**config.mk**
```make
export PLATFORM = sky130hd
export DESIGN_NAME = mos_host
export DESIGN_NICKNAME = d
export VERILOG_FILES = /design/src/rtl/mos_pkg.sv /design/src/rtl/mos_host.sv
export SDC_FILE = /design/constraint.sdc
export NUM_CORES = 2
export LEC_CHECK = 0
export ABC_AREA = 1
export CORE_MARGIN = 2
export CORE_UTILIZATION = 30
export CTS_CLUSTER_SIZE = 16
export DETAILED_ROUTE_END_ITERATION = 16
export RECOVER_POWER = 100
export SYNTH_ARGS = -nofsm -noshare
export SYNTH_HDL_FRONTEND = slang
export SYNTH_SLANG_ARGS = --single-unit
```
**constraint.sdc**
```tcl
create_clock -name clk -period 2.2 [get_ports clk]
set_input_delay 0.22 -clock clk [delete_from_list [all_inputs] [get_ports clk]]
set_output_delay 0.22 -clock clk [all_outputs]
set_load 0.02 [all_outputs]
```
**src/rtl/mos_pkg.sv**
```systemverilog
// Shared definitions for the MOS host: data widths, matrix size limits,
// FSM state encoding and small size-dependent helpers.
package mos_pkg;

  localparam int DATA_W   = 16;
  localparam int ACC_W    = 40;
  localparam int N_SMALL  = 4;
  localparam int N_LARGE  = 8;
  localparam int MAX_ELEM = 64;
  localparam int MAX_RES  = 15;

  typedef enum logic [2:0] {IDLE, SEND, WAIT, RECV, DONE} state_t;

  // Number of beats sent per transaction: both matrices, N*N elements each.
  function automatic logic [7:0] beat_total(input logic size);
    return size ? 8'(2 * N_LARGE * N_LARGE) : 8'(2 * N_SMALL * N_SMALL);
  endfunction

  // Number of anti-diagonal sums expected back: 2N-1.
  function automatic logic [4:0] res_total(input logic size);
    return size ? 5'(2 * N_LARGE - 1) : 5'(2 * N_SMALL - 1);
  endfunction

endpackage

```
**src/rtl/mos_host.sv**
```systemverilog
// mos_host: host/initiator for a matrix-output-sum engine. Holds one weight
// and one input matrix, streams them out row-major, then captures the 2N-1
// anti-diagonal sums the engine returns.
//
// Ports:
//   clk, rst_n                      clock, async active-low reset
//   ld_en/ld_sel/ld_addr/ld_data    matrix load bus (sel 0 = weight, 1 = input)
//   cfg_size, start                 size select (0 = 4x4, 1 = 8x8) and kick-off
//   busy, done                      transaction in flight / 1-cycle end pulse
//   err_timeout, err_len, err_proto sticky error flags, cleared on start
//   rd_addr, rd_data                result readback, 1-cycle latency
//   mos_*                           stream interface to the engine
//
// state | meaning
// IDLE  | waiting for start; loads accepted
// SEND  | streaming 2*N*N matrix beats
// WAIT  | waiting for first response beat, timeout running
// RECV  | capturing response beats
// DONE  | one-cycle done pulse, back to IDLE
module mos_host
  import mos_pkg::*;
#(
  parameter int TIMEOUT = 200
) (
  input  logic                     clk,
  input  logic                     rst_n,
  input  logic                     ld_en,
  input  logic                     ld_sel,
  input  logic [5:0]               ld_addr,
  input  logic signed [DATA_W-1:0] ld_data,
  input  logic                     cfg_size,
  input  logic                     start,
  output logic                     busy,
  output logic                     done,
  output logic                     err_timeout,
  output logic                     err_len,
  output logic                     err_proto,
  input  logic [3:0]               rd_addr,
  output logic signed [ACC_W-1:0]  rd_data,
  output logic                     mos_matrix_size,
  output logic                     mos_in_valid,
  output logic signed [DATA_W-1:0] mos_in_data,
  input  logic                     mos_out_valid,
  input  logic signed [ACC_W-1:0]  mos_out_data
);

  localparam int TMR_W = $clog2(TIMEOUT + 1);

  state_t            state_q, state_d;
  logic              size_q, size_d;
  logic [7:0]        beat_q, beat_d;
  logic [TMR_W-1:0]  tmr_q, tmr_d;
  logic [4:0]        rcnt_q, rcnt_d;
  logic              in_valid_d, msize_d;
  logic signed [DATA_W-1:0] in_data_d;
  logic              err_timeout_d, err_len_d, err_proto_d;
  logic              res_we, res_clr;
  logic [3:0]        res_idx;

  logic signed [DATA_W-1:0] w_mem [MAX_ELEM];
  logic signed [DATA_W-1:0] x_mem [MAX_ELEM];
  // One spare slot so any 4-bit rd_addr stays inside the array.
  logic signed [ACC_W-1:0]  res_mem [MAX_RES+1];

  logic [5:0]               b_idx;
  logic                     b_sel;
  logic signed [DATA_W-1:0] beat_word, first_word;

  assign busy = (state_q == SEND) || (state_q == WAIT) || (state_q == RECV);
  assign done = (state_q == DONE);

  // Beat b addresses weight[b] for b < N*N, otherwise input[b-N*N]; with N*N
  // a power of two that is just a bit select.
  assign b_idx     = size_q ? beat_q[5:0] : {2'b00, beat_q[3:0]};
  assign b_sel     = size_q ? beat_q[6] : beat_q[4];
  assign beat_word = b_sel ? x_mem[b_idx] : w_mem[b_idx];
  // A weight[0] load in the start cycle must reach beat 0.
  assign first_word = (ld_en && !ld_sel && ld_addr == 6'd0) ? ld_data : w_mem[0];

  always_comb begin
    state_d       = state_q;
    size_d        = size_q;
    beat_d        = beat_q;
    tmr_d         = tmr_q;
    rcnt_d        = rcnt_q;
    in_valid_d    = 1'b0;
    in_data_d     = '0;
    msize_d       = 1'b0;
    err_timeout_d = err_timeout;
    err_len_d     = err_len;
    err_proto_d   = err_proto;
    res_we        = 1'b0;
    res_clr       = 1'b0;
    res_idx       = rcnt_q[3:0];

    if (mos_out_valid && (state_q == IDLE || state_q == SEND || state_q == DONE))
      err_proto_d = 1'b1;

    case (state_q)
      IDLE: begin
        if (start) begin
          state_d       = SEND;
          size_d        = cfg_size;
          err_timeout_d = 1'b0;
          err_len_d     = 1'b0;
          err_proto_d   = mos_out_valid;
          res_clr       = 1'b1;
          in_valid_d    = 1'b1;
          in_data_d     = first_word;
          msize_d       = cfg_size;
          beat_d        = 8'd1;
        end
      end
      SEND: begin
        if (beat_q == beat_total(size_q)) begin
          state_d = WAIT;
          tmr_d   = TMR_W'(TIMEOUT - 1);
        end else begin
          in_valid_d = 1'b1;
          in_data_d  = beat_word;
          beat_d     = beat_q + 8'd1;
        end
      end
      WAIT: begin
        if (mos_out_valid) begin
          state_d = RECV;
          res_we  = 1'b1;
          res_idx = 4'd0;
          rcnt_d  = 5'd1;
        end else if (tmr_q == '0) begin
          state_d       = DONE;
          err_timeout_d = 1'b1;
        end else begin
          tmr_d = tmr_q - TMR_W'(1);
        end
      end
      RECV: begin
        if (mos_out_valid) begin
          if (rcnt_q < res_total(size_q)) res_we = 1'b1;
          else                            err_len_d = 1'b1;
          if (rcnt_q != 5'd31) rcnt_d = rcnt_q + 5'd1;
        end else begin
          if (rcnt_q != res_total(size_q)) err_len_d = 1'b1;
          state_d = DONE;
        end
      end
      DONE: state_d = IDLE;
      default: state_d = IDLE;
    endcase
  end

  always_ff @(posedge clk or negedge rst_n) begin
    if (!rst_n) begin
      state_q         <= IDLE;
      size_q          <= 1'b0;
      beat_q          <= '0;
      tmr_q           <= '0;
      rcnt_q          <= '0;
      mos_in_valid    <= 1'b0;
      mos_in_data     <= '0;
      mos_matrix_size <= 1'b0;
      err_timeout     <= 1'b0;
      err_len         <= 1'b0;
      err_proto       <= 1'b0;
    end else begin
      state_q         <= state_d;
      size_q          <= size_d;
      beat_q          <= beat_d;
      tmr_q           <= tmr_d;
      rcnt_q          <= rcnt_d;
      mos_in_valid    <= in_valid_d;
      mos_in_data     <= in_data_d;
      mos_matrix_size <= msize_d;
      err_timeout     <= err_timeout_d;
      err_len         <= err_len_d;
      err_proto       <= err_proto_d;
    end
  end

  always_ff @(posedge clk) begin
    if (ld_en && !busy) begin
      if (ld_sel) x_mem[ld_addr] <= ld_data;
      else        w_mem[ld_addr] <= ld_data;
    end
  end

  always_ff @(posedge clk or negedge rst_n) begin
    if (!rst_n) begin
      for (int i = 0; i < MAX_RES + 1; i++) res_mem[i] <= '0;
    end else if (res_clr) begin
      for (int i = 0; i < MAX_RES + 1; i++) res_mem[i] <= '0;
    end else if (res_we) begin
      res_mem[res_idx] <= mos_out_data;
    end
  end

  always_ff @(posedge clk or negedge rst_n) begin
    if (!rst_n)                                    rd_data <= '0;
    else if ({1'b0, rd_addr} < res_total(size_q))  rd_data <= res_mem[rd_addr];
    else                                           rd_data <= '0;
  end

endmodule

```
### After elaboration in Yosys (flattened, before gate mapping)

Memory sizes are Yosys's and may differ from the RTL's.
Cells that the tools add are included.

| operators by class | value |
|---|---|
| $lt $le $gt $ge | 5 |
| reductions and logical operators | 27 |
| bitwise logic cells | 2 |
| equal/unequal tests | 20 |
| add/sub/neg operators | 3 |
| multiplexer cells | 64 |

Operators with widths:

| kind | count |
|---|---|
| $mux 640 | 2 |
| $bwmux 640 | 1 |
| $bmux 40 s4 | 1 |
| $demux 40 s4 | 1 |
| $mux 40 | 4 |
| $mux 16 | 4 |
| $mux 8 | 6 |
| $pmux 16 s2 | 1 |
| $pmux 8 s2 | 2 |
| $mux 1 | 24 |
| $reduce_and 4->1 | 5 |
| $mux 3 | 5 |
| $mux 5 | 3 |
| $ne 2x2->1 const B | 7 |
| $mux 4 | 3 |
| $pmux 3 s4 | 1 |
| $reduce_bool 2->1 | 6 |
| $ge 5x5->1 const B | 2 |
| $not 4->5 | 2 |
| $pmux 5 s2 | 1 |
| $add 8x1->8 const B | 1 |
| $eq 8x8->1 | 1 |
| $logic_not 8->1 | 1 |
| $pmux 1 s2 | 4 |
| 21 further kinds | 33 |

| storage, ports and cells | value |
|---|---|
| logic and storage cells | 151 |
| register bits after elaboration | 726 |
| memories | 2 |
| output and inout port bits | 63 |
| RAM bits | 2,048 |
| input bits | 73 |

Memory list:

| memory | words | width | read ports | clocked after Yosys merged registers in | wr ports | line | RTL |
|---|---|---|---|---|---|---|---|
| w_mem | 64 | 16 | 2 | 0 | 1 | mos_host.sv:60 | `logic signed [DATA_W-1:0] w_mem [MAX_ELEM];` |
| x_mem | 64 | 16 | 1 | 0 | 1 | mos_host.sv:61 | `logic signed [DATA_W-1:0] x_mem [MAX_ELEM];` |

### Logic depth before layout (Yosys ltp)

| logic depth | value |
|---|---|
| word-level depth | 10 |
| gate-level depth with buffers | 17 |
| gate-level depth less buffers | 13 |

### Worst setup path after synthesis

Ideal clock, no wire load.

| timing | value |
|---|---|
| path type | register -> register |
| start point | register beat_q[0] |
| end point | register tmr_q[6] |
| cell stages (with the launch flop) | 16 |
| data required time | 2.072 ns |
| path slack | -0.130 ns |
| library setup time | 0.128 ns |
| clock period less this slack | 2.330 ns |
| arrival | 2.202 ns |
| buffers on the path | 4 |
| cell sequence | dfrtp_1 > inv_2 > buf_4 > buf_4 > buf_2 > buf_2 > ha_1 > nand4_1 > nor2_1 > nand2_1 > nand2_1 > nand2_1 > nor2_1 > nand2_1 > a21oi_1 > o21ai_0 |

| between the ends | value |
|---|---|
| word-level cells in the longest chain between the ends | 3 |

RTL lines:

| element | line | RTL |
|---|---|---|
| start: declaration | mos_host.sv:51 | `logic [7:0] beat_q, beat_d;` |
| start signal: assignment | mos_host.sv:168 | `beat_q <= beat_d;` |
| $eq 8x8->1 | mos_host.sv:115 | `if (beat_q == beat_total(size_q)) begin` |
| $ne 2x1->1 (no line) | -- |  |
| $reduce_and 4->1 (no line) | -- |  |
| end signal: assignment | mos_host.sv:169 | `tmr_q <= tmr_d;` |
| end: declaration | mos_host.sv:52 | `logic [TMR_W-1:0] tmr_q, tmr_d;` |

No other way between the ends.
A chain may end at the register's enable or synchronous reset.

### Worst setup path in the final report

| timing | value |
|---|---|
| start point | register beat_q[0] |
| end point | register mos_in_data[10] |

| between the ends | value |
|---|---|
| word-level cells in the longest chain between the ends | 5 |
| elaborated cells between the ends (all ways) | 7 |
| those cells by class | eq/ne (1); mux (4); memory (2) |

RTL lines:

| element | line | RTL |
|---|---|---|
| $mux 6 | mos_host.sv:74 | `assign b_idx = size_q ? beat_q[5:0] : {2'b00, beat_q[3:0]};` |
| $mem_v2 64x16, on equally long branches | -- |  |
| $mux 16 | mos_host.sv:76 | `assign beat_word = b_sel ? x_mem[b_idx] : w_mem[b_idx];` |
| $mux 16 * | mos_host.sv:115 |  |
| $pmux 16 s2 * | mos_host.sv:99 | `case (state_q)` |
| via in_data_d[10] | mos_host.sv:55 | `logic signed [DATA_W-1:0] in_data_d;` |
| end signal: assignment | mos_host.sv:172 | `mos_in_data <= in_data_d;` |
| end: declaration | mos_host.sv:42 | `output logic signed [DATA_W-1:0] mos_in_data,` |

Mark *: on every way through the listed nets, which the timed path passes. The rest lies on a longest branch.

==> results.md <==
- The maximum number of pins on one net before global-route repair is 91.
- The number of cell instances on the worst register-to-register path is 16.
- The H-tree depth is 5.
- Relative to the synthesized area, the layout overhead comes to 26.1%.
- The number of antenna violations at the first check in global routing is 46.
- The vertical die dimension is 628 µm.
- The startpoint identified for the worst register-to-register timing path is beat_q[0].
- After synthesis the cells add up to 117,000 µm².
- The synthesized net count is 11,000.
- The final reports fail on capacitance limit, slew limit, setup timing.
- In this run the critical register-to-register path is captured at mos_in_data[10].
- sky130_fd_sc_hd__edfxtp_1 takes more of the synthesized area than any other cell.
- The path with the worst hold slack has its endpoint at rd_data[36].
- Setup repair after global routing could not meet its margin everywhere.
- The core utilization of the finished layout is 0.379.
- The share of Yosys cell area claimed by the top area cell type is 0.526.
- The clock skew is approximately 0.080 ns.
- The tree built by TritonCTS fans out to 2,774 sinks.
- In the routed design, unresolved DRC markers number 0.
- Ranked by total cell area, the synthesized netlist is headed by sky130_fd_sc_hd__edfxtp_1 53%, sky130_fd_sc_hd__dfrtp_1 16%, sky130_fd_sc_hd__nand2_1 7.1%.
- The total CTS buffers is 291.
- In the global route stage, overall resource usage came out at 0.189.
- In this run, synthesis produced a sequential element count of 2,774.
- For the finished layout, the period the worst path requires is roughly 2.5 ns.
- The number of maximum-capacitance violations is 12.
- The congestion estimate from routability-driven global placement came to 0.866.
- Once detail routing completed, the nets flagged for antenna violations numbered 0.
- The site row count is 229.
- The wire length of the first global-routing pass is 566,000 µm.
- Of the total synthesized cell area, the portion taken by full adders, half adders and majority gates is 0.000964.
- Counting every instance in the synthesized netlist gives approximately 11,000.
- Summing all placed instances gives a cell area of around 130,000 µm².
- Of the total synthesized cell area, the portion taken by XOR and XNOR cells is 0.0000750.
- The final routed wirelength across all metal layers is 396,000 µm.
- The main combinational cell family by area after synthesis is simple AND/OR/NAND/NOR gates.
- At the later pin of the worst-skew pair, clock insertion delay measures 0.92 ns.
- The number of detailed-routing iterations run before antenna repair is 6.
- The final number of max-transition violations is 406.
- The worst setup path is captured at a flip-flop.
- Final hold analysis gives a worst-case slack of around 0.077 ns.
- In this run the tool buffered the top-level ports with 135 buffer cells.
- The run finished, with violations left.
- The final layout contains 11,800 nets.
- The summed area of non-filler cells in the final layout is 147,000 µm².
- Power spread over the standard cell area amounts to approximately 1200 nW/µm².
- The min-delay analysis places its worst path in the category primary input to flip-flop.
- Prior to clock tree synthesis, the placed netlist has a worst setup slack of -0.643 ns.
- The hold path startpoint is rd_addr[0].
- The clock tree from TritonCTS is built.
- The I/O pin count is approximately 140.
- The core box area is 388,000 µm².
- In this run the deepest clock path goes through 4 buffers.
- After synthesis, the mean cell area works out to 10.7 µm².
- The initial utilization of the core area, before any placement, comes to 0.301.
- IR analysis of the VDD net gives a maximum drop of 835 µV.
- During synthesis, Yosys emitted a total of 0 warnings.
- The final global-route overflow total is 0.
- The data arrival time of the critical path is 3.27 ns.
- The setup violation total in the final timing report is 567.
- Of the cells placed in the final design, the portion with a size suffix greater than 1 is 0.176.
- The first routing iteration left 10,400 violations.
- The routed wirelength normalized by instance count is 23.2 µm.
- The half-perimeter wire length after placement is between 200,000 and 250,000 µm.
- Summing over every cut layer, the via total after detailed routing is 87,900.
- The required arrival time at the worst endpoint is between 2 and 3 ns.
- The reported leakage power is 56.1 nW.
- The die covers 394,000 µm².
- Of the total synthesized cell area, the portion taken by AND, OR, NAND and NOR gates is 0.163.
- After synthesis, the share of cell area in mux cells is 0.
- In the finished design, the share of the clock period the worst path needs comes to 1.13.
- Across all setup checks in the final design, the least slack found is -0.296 ns.
- The via count of the first global-routing pass came to between 80,000 and 90,000.
- The register area share after synthesis is 0.682.
- After clock tree synthesis, the clock-pin slew on the worst setup and hold paths is about 0.060 ns.
- The via count normalized by instance count is between 5 and 6.
- The category of the most critical setup path is flip-flop to flip-flop.
- The area fraction in compound gates after synthesis was 0.0964.
- The minimum setup slack among reg-to-reg paths is -0.30 ns.
- The worst max-slew margin expressed relative to the limit is -0.327.
- The count of unique library cells instantiated by Yosys is 40.
- The final hold violation count was 0.
- The transition time of the tightest slew-check pin is 1.99 ns.
- The largest fanout on the critical path is 7.
- Derived from the worst setup path, the maximum achievable clock frequency is approximately 400 MHz.
- Along the worst hold path, the cell count comes to 5.
- STA classifies the critical path startpoint as a flip-flop.
- Measured along the x axis, the die boundary spans 628 µm.
- The buffer type at the clock tree root is sky130_fd_sc_hd__clkbuf_16.
[flip-flops by register name, summed over array words and instances (netlist names), 3 cells and up]
signal	count
x_mem	1024
tmr_q	8
res_mem	640
state_q	3
rcnt_q	5
rd_data	40
w_mem	1024
beat_q	8
mos_in_data	16
[Yosys cell counts, drive strengths merged]
library cell / instances
nand2: 2213
edfxtp: 2048
nor2: 1274
nand3: 990
inv: 872
o21ai: 856
dfrtp: 726
o22ai: 481
buf: 409
clkbuf: 354
a21oi: 323
o2111ai: 126
o211ai: 122
a31oi: 43
or2: 38
nor3: 23
and3: 10
ha: 9
nand4: 6
clkinv: 2
a41oi: 1
nand3b: 1
nor4: 1
o21a: 1
xor2: 1
[metal layers]
layer | up-vias | global-route usage | part of all wire
met5 | - | 0 | 0.00014
met4 | 8 | 0.0632 | 0.035
met3 | 786 | 0.0283 | 0.085
met2 | 4189 | 0.313 | 0.48
met1 | 43700 | 0.254 | 0.40
li1 | 39200 | - | -
[layout make-up]
cell class,count,area (µm²)
Fill cell,37100,241000
Sequential cell,2774,79700
Multi-Input combinational cell,6524,33300
Timing Repair Buffer,1212,15200
Clock buffer,382,8030
Tap cell,5197,6500
Inverter,874,3350
Clock inverter,125,1220
Antenna cell,14,35.0
Timing Repair inverter,1,11.3
[how the worst max path moves through the flow]
| stage | start | endpoint |
|---|---|---|
| after floorplan | state_q[1] | x_mem[0][0] |
| after global placement | beat_q[0] | mos_in_data[14] |
| after detailed placement | beat_q[0] | mos_in_data[14] |
| after CTS | beat_q[0] | mos_in_data[10] |
| after global routing | beat_q[0] | mos_in_data[10] |
| final | beat_q[0] | mos_in_data[10] |
[cell families (layout without fill, tap and decap cells)]
kind of cell               after synthesis  count (layout)
and+or+nand+nor                       4556            4561
DFF                                   2774            2774
AOI/OAI and AO/OA                     1953            1953
buffers and inverters                 1637            2594
adders and majority gates                9               9
xor gates and xnor gates                 1               1
other                                    0              14
[layout by cell type, fill, tap and decap left out, types with 17 or more instances in the layout]
cell type                         synthesis  routed
sky130_fd_sc_hd__nand2_1               2210    2093
sky130_fd_sc_hd__edfxtp_1              2048    2048
sky130_fd_sc_hd__nor2_1                1268    1114
sky130_fd_sc_hd__inv_1                  862     854
sky130_fd_sc_hd__nand3_1                949     806
sky130_fd_sc_hd__dfrtp_1                726     718
sky130_fd_sc_hd__o21ai_0                815     715
sky130_fd_sc_hd__buf_4                   36     493
sky130_fd_sc_hd__o22ai_1                481     443
sky130_fd_sc_hd__clkbuf_16                0     331
sky130_fd_sc_hd__buf_12                   0     323
sky130_fd_sc_hd__a21oi_1                313     281
sky130_fd_sc_hd__o21ai_1                 40     128
sky130_fd_sc_hd__o2111ai_1              126     126
sky130_fd_sc_hd__o211ai_1               122     122
sky130_fd_sc_hd__nor2_2                   4     108
sky130_fd_sc_hd__nand3_2                  1     106
sky130_fd_sc_hd__clkbuf_1               354      99
sky130_fd_sc_hd__nand2_2                  2      96
sky130_fd_sc_hd__nand3_4                 40      83
sky130_fd_sc_hd__buf_6                    2      71
sky130_fd_sc_hd__clkdlybuf4s50_1          0      68
sky130_fd_sc_hd__nor2_4                   2      52
sky130_fd_sc_hd__clkinv_1                 2      46
sky130_fd_sc_hd__a31oi_1                 43      42
sky130_fd_sc_hd__clkbuf_2                 0      40
sky130_fd_sc_hd__clkinv_2                 0      39
sky130_fd_sc_hd__buf_16                   0      38
sky130_fd_sc_hd__dlygate4sd3_1            0      37
sky130_fd_sc_hd__or2_2                   38      33
sky130_fd_sc_hd__o22ai_2                  0      33
sky130_fd_sc_hd__dlygate4sd2_1            0      25
sky130_fd_sc_hd__a21oi_2                 10      23
sky130_fd_sc_hd__buf_8                    4      23
sky130_fd_sc_hd__nand2_4                  1      22
sky130_fd_sc_hd__bufinv_16                0      20
sky130_fd_sc_hd__a21oi_4                  0      19
sky130_fd_sc_hd__clkbuf_8                 0      17
[worst max-delay path, cell delays in order, from the launching register on]
cell and delay [ns]:
sky130_fd_sc_hd__dfrtp_4 0.52, sky130_fd_sc_hd__buf_12 0.16, sky130_fd_sc_hd__buf_16 0.15, sky130_fd_sc_hd__buf_16 0.17
sky130_fd_sc_hd__buf_12 0.15, sky130_fd_sc_hd__buf_4 0.14, sky130_fd_sc_hd__buf_6 0.13, sky130_fd_sc_hd__nor2_2 0.09
sky130_fd_sc_hd__nor2_1 0.04, sky130_fd_sc_hd__o21ai_0 0.09, sky130_fd_sc_hd__nand3_1 0.11, sky130_fd_sc_hd__nand3_1 0.11
sky130_fd_sc_hd__nand2_1 0.11, sky130_fd_sc_hd__nand3_2 0.12, sky130_fd_sc_hd__nand3_2 0.08, sky130_fd_sc_hd__nand3_2 0.11
sky130_fd_sc_hd__nand2_1 0.05
[metrics by stage]
step           cells  power, W  TNS [ns]
2_1_floorplan  10900    0.0898   -144.61
3_3_place_gp   16400     0.113   -371.91
3_5_place_dp   16400     0.113   -381.20
4_1_cts        17000     0.168     -5.68
5_1_grt        17100     0.179   -114.27
6_report       17100     0.171    -33.99
[power by group]
group,internal (W),switching (W)
logic,0.0232,0.0367
clock network,0.0281,0.0209
registers,0.0605,0.00199
total,0.112,0.0596
[what timing repair did]
item | CTS | global route
hold endpoints to repair | 2019 | 0
hold buffers | 19 | 0
resized for setup | 521 | 384
pin swaps | 148 | 186
gates cloned | 30 | 39
setup buffers | 47 | 48
setup endpoints to repair | 263 | 714
Power figures use the tool's default switching activity.
